`config.mk`:
```
export PLATFORM = sky130hd
export DESIGN_NAME = fp_add_scheduler
export DESIGN_NICKNAME = d
export VERILOG_FILES = /design/src/rtl/fp8_pkg.sv /design/src/rtl/fp_add8_core.sv /design/src/rtl/fp_add_scheduler.sv
export SDC_FILE = /design/constraint.sdc
export NUM_CORES = 1
export LEC_CHECK = 0
export ABC_CLOCK_PERIOD_IN_PS = 4400
export CORE_MARGIN = 3
export CORE_UTILIZATION = 49
export CTS_CLUSTER_DIAMETER = 100
export DETAILED_ROUTE_END_ITERATION = 6
export HOLD_SLACK_MARGIN = 0.12
export PLACE_DENSITY = 0.83
export SLEW_MARGIN = 20
export SYNTH_ARGS = -nofsm -noshare
export SYNTH_HDL_FRONTEND = slang
export SYNTH_SLANG_ARGS = --single-unit
```
`constraint.sdc`:
```
create_clock -name clk -period 4.4 [get_ports clk]
set_clock_uncertainty 0.15 [all_clocks]
set_input_delay 0.44 -clock clk [delete_from_list [all_inputs] [get_ports clk]]
set_output_delay 0.44 -clock clk [all_outputs]
set_load 0.005 [all_outputs]
```
`src/rtl/fp8_pkg.sv`:
```
// Shared definitions for the 8-bit {sign, exp[2:0], frac[3:0]} adder and its scheduler.
// Value encoding: (-1)^s x 1.frac x 2^(exp-BIAS).
package fp8_pkg;

    localparam int EXP_W  = 3;
    localparam int FRAC_W = 4;
    localparam int MAG_W  = 6;
    localparam int BIAS   = 3;

    localparam logic [7:0]       MAX_MAG = 8'h7F;
    localparam logic [EXP_W-1:0] EXP_MAX = '1;

    typedef enum logic [1:0] {
        IDLE = 2'd0,
        ADD  = 2'd1,
        NORM = 2'd2,
        DONE = 2'd3
    } state_t;

    function automatic logic [7:0] pack_fp(input logic s, input logic [EXP_W-1:0] e,
                                           input logic [FRAC_W-1:0] f);
        return {s, e, f};
    endfunction

endpackage

```
`src/rtl/fp_add8_core.sv`:
```
// Combinational align-and-add: restores hidden bits, right-aligns the operand with the
// smaller exponent (truncating), and forms a signed sum as sign + 6-bit magnitude.
module fp_add8_core
    import fp8_pkg::*;
(
    input  logic [7:0]       a,
    input  logic [7:0]       b,
    output logic             sum_sign,
    output logic [EXP_W-1:0] sum_exp,
    output logic [MAG_W-1:0] sum_mag
);

    logic             sa;
    logic             sb;
    logic [EXP_W-1:0] ea;
    logic [EXP_W-1:0] eb;
    logic [FRAC_W:0]  ma;
    logic [FRAC_W:0]  mb;
    logic             a_big;
    logic             s_big;
    logic             s_sml;
    logic [EXP_W-1:0] e_big;
    logic [EXP_W-1:0] e_diff;
    logic [FRAC_W:0]  m_sml;
    logic [MAG_W-1:0] m_big6;
    logic [MAG_W-1:0] m_sh6;

    always_comb begin
        sa = a[7];
        sb = b[7];
        ea = a[6:4];
        eb = b[6:4];
        ma = {1'b1, a[3:0]};
        mb = {1'b1, b[3:0]};

        // Operand order is decided on exponent alone; mantissa ties are resolved below.
        a_big  = (ea >= eb);
        s_big  = a_big ? sa : sb;
        s_sml  = a_big ? sb : sa;
        e_big  = a_big ? ea : eb;
        e_diff = a_big ? (ea - eb) : (eb - ea);
        m_big6 = {1'b0, (a_big ? ma : mb)};
        m_sml  = a_big ? mb : ma;
        m_sh6  = {1'b0, (m_sml >> e_diff)};

        sum_exp = e_big;
        if (s_big == s_sml) begin
            sum_sign = s_big;
            sum_mag  = m_big6 + m_sh6;
        end else if (m_big6 >= m_sh6) begin
            sum_sign = s_big;
            sum_mag  = m_big6 - m_sh6;
        end else begin
            sum_sign = s_sml;
            sum_mag  = m_sh6 - m_big6;
        end
    end

endmodule

```
`src/rtl/fp_add_scheduler.sv`:
```
// Two-requester round-robin front end feeding one fp8 adder, with a one-step-per-cycle
// normalizer and a held result register. Requests are taken only in IDLE.
module fp_add_scheduler
    import fp8_pkg::*;
(
    input  logic       clk,
    input  logic       reset,
    input  logic       req0_valid,
    input  logic [7:0] req0_a,
    input  logic [7:0] req0_b,
    output logic       req0_ready,
    input  logic       req1_valid,
    input  logic [7:0] req1_a,
    input  logic [7:0] req1_b,
    output logic       req1_ready,
    output logic       res_valid,
    input  logic       res_ready,
    output logic [7:0] res_data,
    output logic       res_id,
    output logic       res_zero,
    output logic       res_ovf,
    output logic       res_unf,
    output state_t     dbg_state
);

    // Handshake: a transfer happens on a rising edge where valid and ready are both 1.
    // Requester ready is combinational from state and grant; res_valid stays high with
    // stable data/id/flags until the edge on which res_ready is sampled high.

    state_t           state_q, state_d;
    logic             started_q, started_d;
    logic             last_q, last_d;
    logic [7:0]       a_q, a_d;
    logic [7:0]       b_q, b_d;
    logic             id_q, id_d;
    logic             sign_q, sign_d;
    logic [EXP_W-1:0] exp_q, exp_d;
    logic [MAG_W-1:0] mag_q, mag_d;
    logic             res_valid_q, res_valid_d;
    logic [7:0]       res_data_q, res_data_d;
    logic             res_id_q, res_id_d;
    logic             res_zero_q, res_zero_d;
    logic             res_ovf_q, res_ovf_d;
    logic             res_unf_q, res_unf_d;

    logic             grant0;
    logic             grant1;
    logic             core_sign;
    logic [EXP_W-1:0] core_exp;
    logic [MAG_W-1:0] core_mag;

    fp_add8_core u_core (
        .a        (a_q),
        .b        (b_q),
        .sum_sign (core_sign),
        .sum_exp  (core_exp),
        .sum_mag  (core_mag)
    );

    // last_q holds the index granted most recently; the other one wins a contention.
    always_comb begin
        grant0 = req0_valid & (~req1_valid | last_q);
        grant1 = req1_valid & (~req0_valid | ~last_q);
    end

    // started_q keeps both readies low while reset is applied and until the first edge after it.
    assign req0_ready = started_q & (state_q == IDLE) & grant0;
    assign req1_ready = started_q & (state_q == IDLE) & grant1;

    assign res_valid = res_valid_q;
    assign res_data  = res_data_q;
    assign res_id    = res_id_q;
    assign res_zero  = res_zero_q;
    assign res_ovf   = res_ovf_q;
    assign res_unf   = res_unf_q;
    assign dbg_state = state_q;

    always_comb begin
        state_d     = state_q;
        started_d   = 1'b1;
        last_d      = last_q;
        a_d         = a_q;
        b_d         = b_q;
        id_d        = id_q;
        sign_d      = sign_q;
        exp_d       = exp_q;
        mag_d       = mag_q;
        res_valid_d = res_valid_q;
        res_data_d  = res_data_q;
        res_id_d    = res_id_q;
        res_zero_d  = res_zero_q;
        res_ovf_d   = res_ovf_q;
        res_unf_d   = res_unf_q;

        case (state_q)
            IDLE: begin
                if (started_q && (grant0 || grant1)) begin
                    a_d     = grant1 ? req1_a : req0_a;
                    b_d     = grant1 ? req1_b : req0_b;
                    id_d    = grant1;
                    last_d  = grant1;
                    state_d = ADD;
                end
            end
            ADD: begin
                sign_d  = core_sign;
                exp_d   = core_exp;
                mag_d   = core_mag;
                state_d = NORM;
            end
            NORM: begin
                if (mag_q == '0) begin
                    res_data_d  = 8'h00;
                    res_zero_d  = 1'b1;
                    res_ovf_d   = 1'b0;
                    res_unf_d   = 1'b0;
                    res_id_d    = id_q;
                    res_valid_d = 1'b1;
                    state_d     = DONE;
                end else if (mag_q[5]) begin
                    if (exp_q == EXP_MAX) begin
                        res_data_d  = {sign_q, MAX_MAG[6:0]};
                        res_zero_d  = 1'b0;
                        res_ovf_d   = 1'b1;
                        res_unf_d   = 1'b0;
                        res_id_d    = id_q;
                        res_valid_d = 1'b1;
                        state_d     = DONE;
                    end else begin
                        mag_d = mag_q >> 1;
                        exp_d = exp_q + 3'd1;
                    end
                end else if (mag_q[5:4] == 2'b00) begin
                    // Below the smallest exponent the value flushes to zero.
                    if (exp_q == '0) begin
                        res_data_d  = 8'h00;
                        res_zero_d  = 1'b1;
                        res_ovf_d   = 1'b0;
                        res_unf_d   = 1'b1;
                        res_id_d    = id_q;
                        res_valid_d = 1'b1;
                        state_d     = DONE;
                    end else begin
                        mag_d = mag_q << 1;
                        exp_d = exp_q - 3'd1;
                    end
                end else begin
                    res_data_d  = pack_fp(sign_q, exp_q, mag_q[3:0]);
                    res_zero_d  = 1'b0;
                    res_ovf_d   = 1'b0;
                    res_unf_d   = 1'b0;
                    res_id_d    = id_q;
                    res_valid_d = 1'b1;
                    state_d     = DONE;
                end
            end
            DONE: begin
                if (res_ready) begin
                    res_valid_d = 1'b0;
                    state_d     = IDLE;
                end
            end
            default: state_d = IDLE;
        endcase
    end

    always_ff @(posedge clk or posedge reset) begin
        if (reset) begin
            state_q     <= IDLE;
            started_q   <= 1'b0;
            last_q      <= 1'b1;
            a_q         <= '0;
            b_q         <= '0;
            id_q        <= 1'b0;
            sign_q      <= 1'b0;
            exp_q       <= '0;
            mag_q       <= '0;
            res_valid_q <= 1'b0;
            res_data_q  <= '0;
            res_id_q    <= 1'b0;
            res_zero_q  <= 1'b0;
            res_ovf_q   <= 1'b0;
            res_unf_q   <= 1'b0;
        end else begin
            state_q     <= state_d;
            started_q   <= started_d;
            last_q      <= last_d;
            a_q         <= a_d;
            b_q         <= b_d;
            id_q        <= id_d;
            sign_q      <= sign_d;
            exp_q       <= exp_d;
            mag_q       <= mag_d;
            res_valid_q <= res_valid_d;
            res_data_q  <= res_data_d;
            res_id_q    <= res_id_d;
            res_zero_q  <= res_zero_d;
            res_ovf_q   <= res_ovf_d;
            res_unf_q   <= res_unf_d;
        end
    end

endmodule

```
==> run_results.csv <==
group,metric,value,unit
critical_path,worstPathMaxFanout,7,
global_route,overflow,0,
global_route,grt_pass1_vias,2593,
placement,placed_area,3770,um2
cts,cts_htree_levels,2,
floorplan,floorplan.rows,28,
critical_path,cpLargestDelayFamily,"compound AO/OA/AOI/OAI gates",
critical_path,criticalPathCategory,"flip-flop to flip-flop",
floorplan,die_y,86.4,um
critical_path,r2r_end,"mag_q[2]$_DFFE_PP0P_",
cts,cts_made_buffers,5,
cts,cts_tree,"built",
placement,port_buffers,53,
timing,hold_viol_final,0,
cells_and_area,final.fill_count,514,
timing,setup_viol,0,
logic_synthesis,syn_nets,416,
logic_synthesis,synth_area,3170,um2
routing,vias,2676,
critical_path,cp-end-kind,"flip-flop",
critical_path,critPathLaunchType,"flip-flop",
cts,ctsHoldBuffers,0,
cts,clock-sinks,44,
critical_path,crit_buf_inv,2,
floorplan,start_util,52.0,%
logic_synthesis,synth_seq_cells,44,
cts,cts_root_buffer,"clkbuf_8",
logic_synthesis,synth_cell_types,55,
cells_and_area,multi_input_area,1950,um2
min_path,min_path_type,"flip-flop to flip-flop",
logic_synthesis,synth_ff_type,"dfrtp_1",
cts,clk-insertion-delay-late,0.30,ns
critical_path,reg2reg_depth,16,
run_status,status,"complete, no violations",
timing,period_share,96.8,%
timing,relSlewSlack,33.2,%
critical_path,critPathRequiredTime,4.47,ns
critical_path,reg2reg_slack,0.14,ns
flow_run,drv_cap,0,
timing,slew_violations,0,
global_route,track_usage,19.9,%
cts,cts.path.max_buffers,2,
min_path,hold_path_end,"id_q$_DFFE_PP0P_",
timing,fmax,235,MHz
logic_synthesis,syn_area_per_cell,9.01,um2
timing,tightest_slew,0.998,ns
cells_and_area,layout_commonest_cell,"clkdlybuf4s50_1",
floorplan,coreArea,6100,um2
min_path,hp-start,"id_q$_DFFE_PP0P_",
floorplan,dieArea,7470,um2
cells_and_area,syn_to_final_growth,24.1,%
routing,drt_pass1_iterations,4,
global_route,grt_pass1_wl,12000,um
routing,route.detailed.drc,0,
cts,clkSlewWorstSetupHoldPaths,0.09,ns
cells_and_area,mostFrequentLayoutCells,"53 x clkdlybuf4s50_1, 43 x dfrtp_1, 40 x nand2_1, 35 x nor2_1, 31 x o21ai_0",
global_route,grt_max_degree,45,
critical_path,r2r-start,"a_q[4]$_DFFE_PP0P_",
floorplan,fp.dieW,86.4,um
routing,finalWirelength,7150,um
critical_path,max_stage_delay,0.55,ns
placement,place.gp.congestion,0.853,
routing,postRouteAntennaNets,0,
logic_synthesis,async_reset_ff_share,100,%
routing,dr.first_iter.drc_count,191,
critical_path,cp.arrival,4.32,ns
cells_and_area,antenna_cells,0,
placement,dpl.hpwl,5380,um
cells_and_area,regArea,1100,um2
critical_path,cp_slowest_cell,"or4b_4",
logic_synthesis,syn_inst,352,
logic_synthesis,synth-edff-count,0,
cells_and_area,nNetsFinal,470,
timing,fin_crit,4.26,ns
critical_path,crit_chain,"ha_1, fa_2, or4b_4, a21oi_4, a211oi_4, o31a_2, a21oi_2, buf_4, inv_1, ha_1, fa_1, nand4b_1, o32ai_2, a21oi_2, xnor2_1, a221oi_2",
cells_and_area,drive_above_1_share,12.0,%
min_path,holdPathStages,1,
global_route,antenna_found_initial,0,
logic_synthesis,synth.yosys.seq_area_share,34.8,%
cells_and_area,final_area,3930,um2
floorplan,io_pins,54,
routing,viasPerCell,5.55,
routing,wl_per_cell,14.8,um
logic_synthesis,yosysWarnings,0,
state kept, by name (all words and copies together), names as in the netlist, 2 cells and up:
register and cells:
a_q 8, res_data 8, b_q 8, mag_q 6, exp_q 3, dbg_state 2
cells by family after synthesis:
kind of cell / Yosys count / synth area share [%]
AOI/OAI and AO/OA: 102 / 20.8
and+or+nand+nor: 98 / 13.9
DFF: 44 / 34.8
buffers and inverters: 41 / 6.00
muxes: 33 / 10.7
adders and majority gates: 27 / 12.1
xor gates and xnor gates: 6 / 1.66
other: 1 / 0.118
synth_stat cells (3+ instances only):
master | count | area, um2
dfrtp_1 | 43 | 1080
nand2_1 | 40 | 150
nor2_1 | 35 | 131
o21ai_0 | 31 | 155
a21oi_1 | 28 | 140
mux2i_1 | 26 | 260
inv_1 | 24 | 90.1
ha_1 | 21 | 263
clkbuf_1 | 9 | 33.8
mux2_2 | 7 | 78.8
a21o_1 | 6 | 45.0
fa_1 | 6 | 120
nor2b_1 | 5 | 31.3
nand3_1 | 4 | 20.0
o21bai_1 | 4 | 30.0
xnor2_1 | 4 | 35.0
a22oi_1 | 3 | 22.5
buf_2 | 3 | 15.0
buf_6 | 3 | 33.8
nor3_1 | 3 | 15.0
o211ai_1 | 3 | 22.5
layer usage:
| layer | global-route usage [%] | part of all wire, % |
|---|---|---|
| met3 | 3.71 | 3.2 |
| met4 | 4.67 | 1.4 |
| met1 | 27.0 | 46 |
| met5 | 0 | 0 |
| met2 | 32.9 | 49 |
per-stage QoR:
step | setup slack (ns) | hold WS (ns) | setup TNS (ns) | cells | util, %
after global placement | 0.107 | 0.317 | 0 | 472 | 61.8
after floorplan | 0.0757 | 0.294 | 0 | 352 | -
after CTS | 0.0194 | 0.333 | 0 | 480 | 63.3
final | 0.141 | 0.326 | 0 | 482 | 64.5
after detailed placement | -0.0733 | 0.313 | -0.0843 | 472 | 61.8
after global routing | -0.0333 | 0.360 | -0.0560 | 482 | 64.5
how the worst max path moves through the flow:
stage,cells after the start,to,from,slack (ns)
after floorplan,17,mag_q[3]$_DFFE_PP0P_,b_q[4]$_DFFE_PP0P_,0.08
after global placement,16,mag_q[3]$_DFFE_PP0P_,a_q[4]$_DFFE_PP0P_,0.11
after detailed placement,16,mag_q[3]$_DFFE_PP0P_,a_q[4]$_DFFE_PP0P_,-0.07
after CTS,17,mag_q[2]$_DFFE_PP0P_,a_q[4]$_DFFE_PP0P_,0.02
after global routing,17,mag_q[2]$_DFFE_PP0P_,a_q[4]$_DFFE_PP0P_,-0.03
final,16,mag_q[2]$_DFFE_PP0P_,a_q[4]$_DFFE_PP0P_,0.14
worst reg2reg max path, cell delays in order, from the launching register on:
cell      delay, ns
dfrtp_1        0.40
ha_1           0.23
fa_2           0.36
or4b_4         0.55
a21oi_4        0.18
a211oi_4       0.08
o31a_2         0.34
a21oi_2        0.16
buf_4          0.14
inv_1          0.03
ha_1           0.22
fa_1           0.42
nand4b_1       0.21
o32ai_2        0.28
a21oi_2        0.06
xnor2_1        0.14
a221oi_2       0.24
timing repair:
| item | 4_1_cts | 5_1_grt |
|---|---|---|
| buffers inserted | 0 | 2 |
| setup endpoints to repair | 2 | 5 |
| resized for setup | 3 | 10 |
| hold endpoints to repair | 0 | 0 |
| pin swaps | 0 | 5 |
layout make-up:
type	count	share of cell area [%]
inverter	24	2.29
tap	75	2.39
clock buffer	6	1.84
multi-input combinational	267	49.6
sequential	44	28.0
timing repair buffer	64	15.6
clock inverter	2	0.318
Power is not shown: default switching activity piles up to over one toggle a cycle in this logic, so the estimate is an artifact.
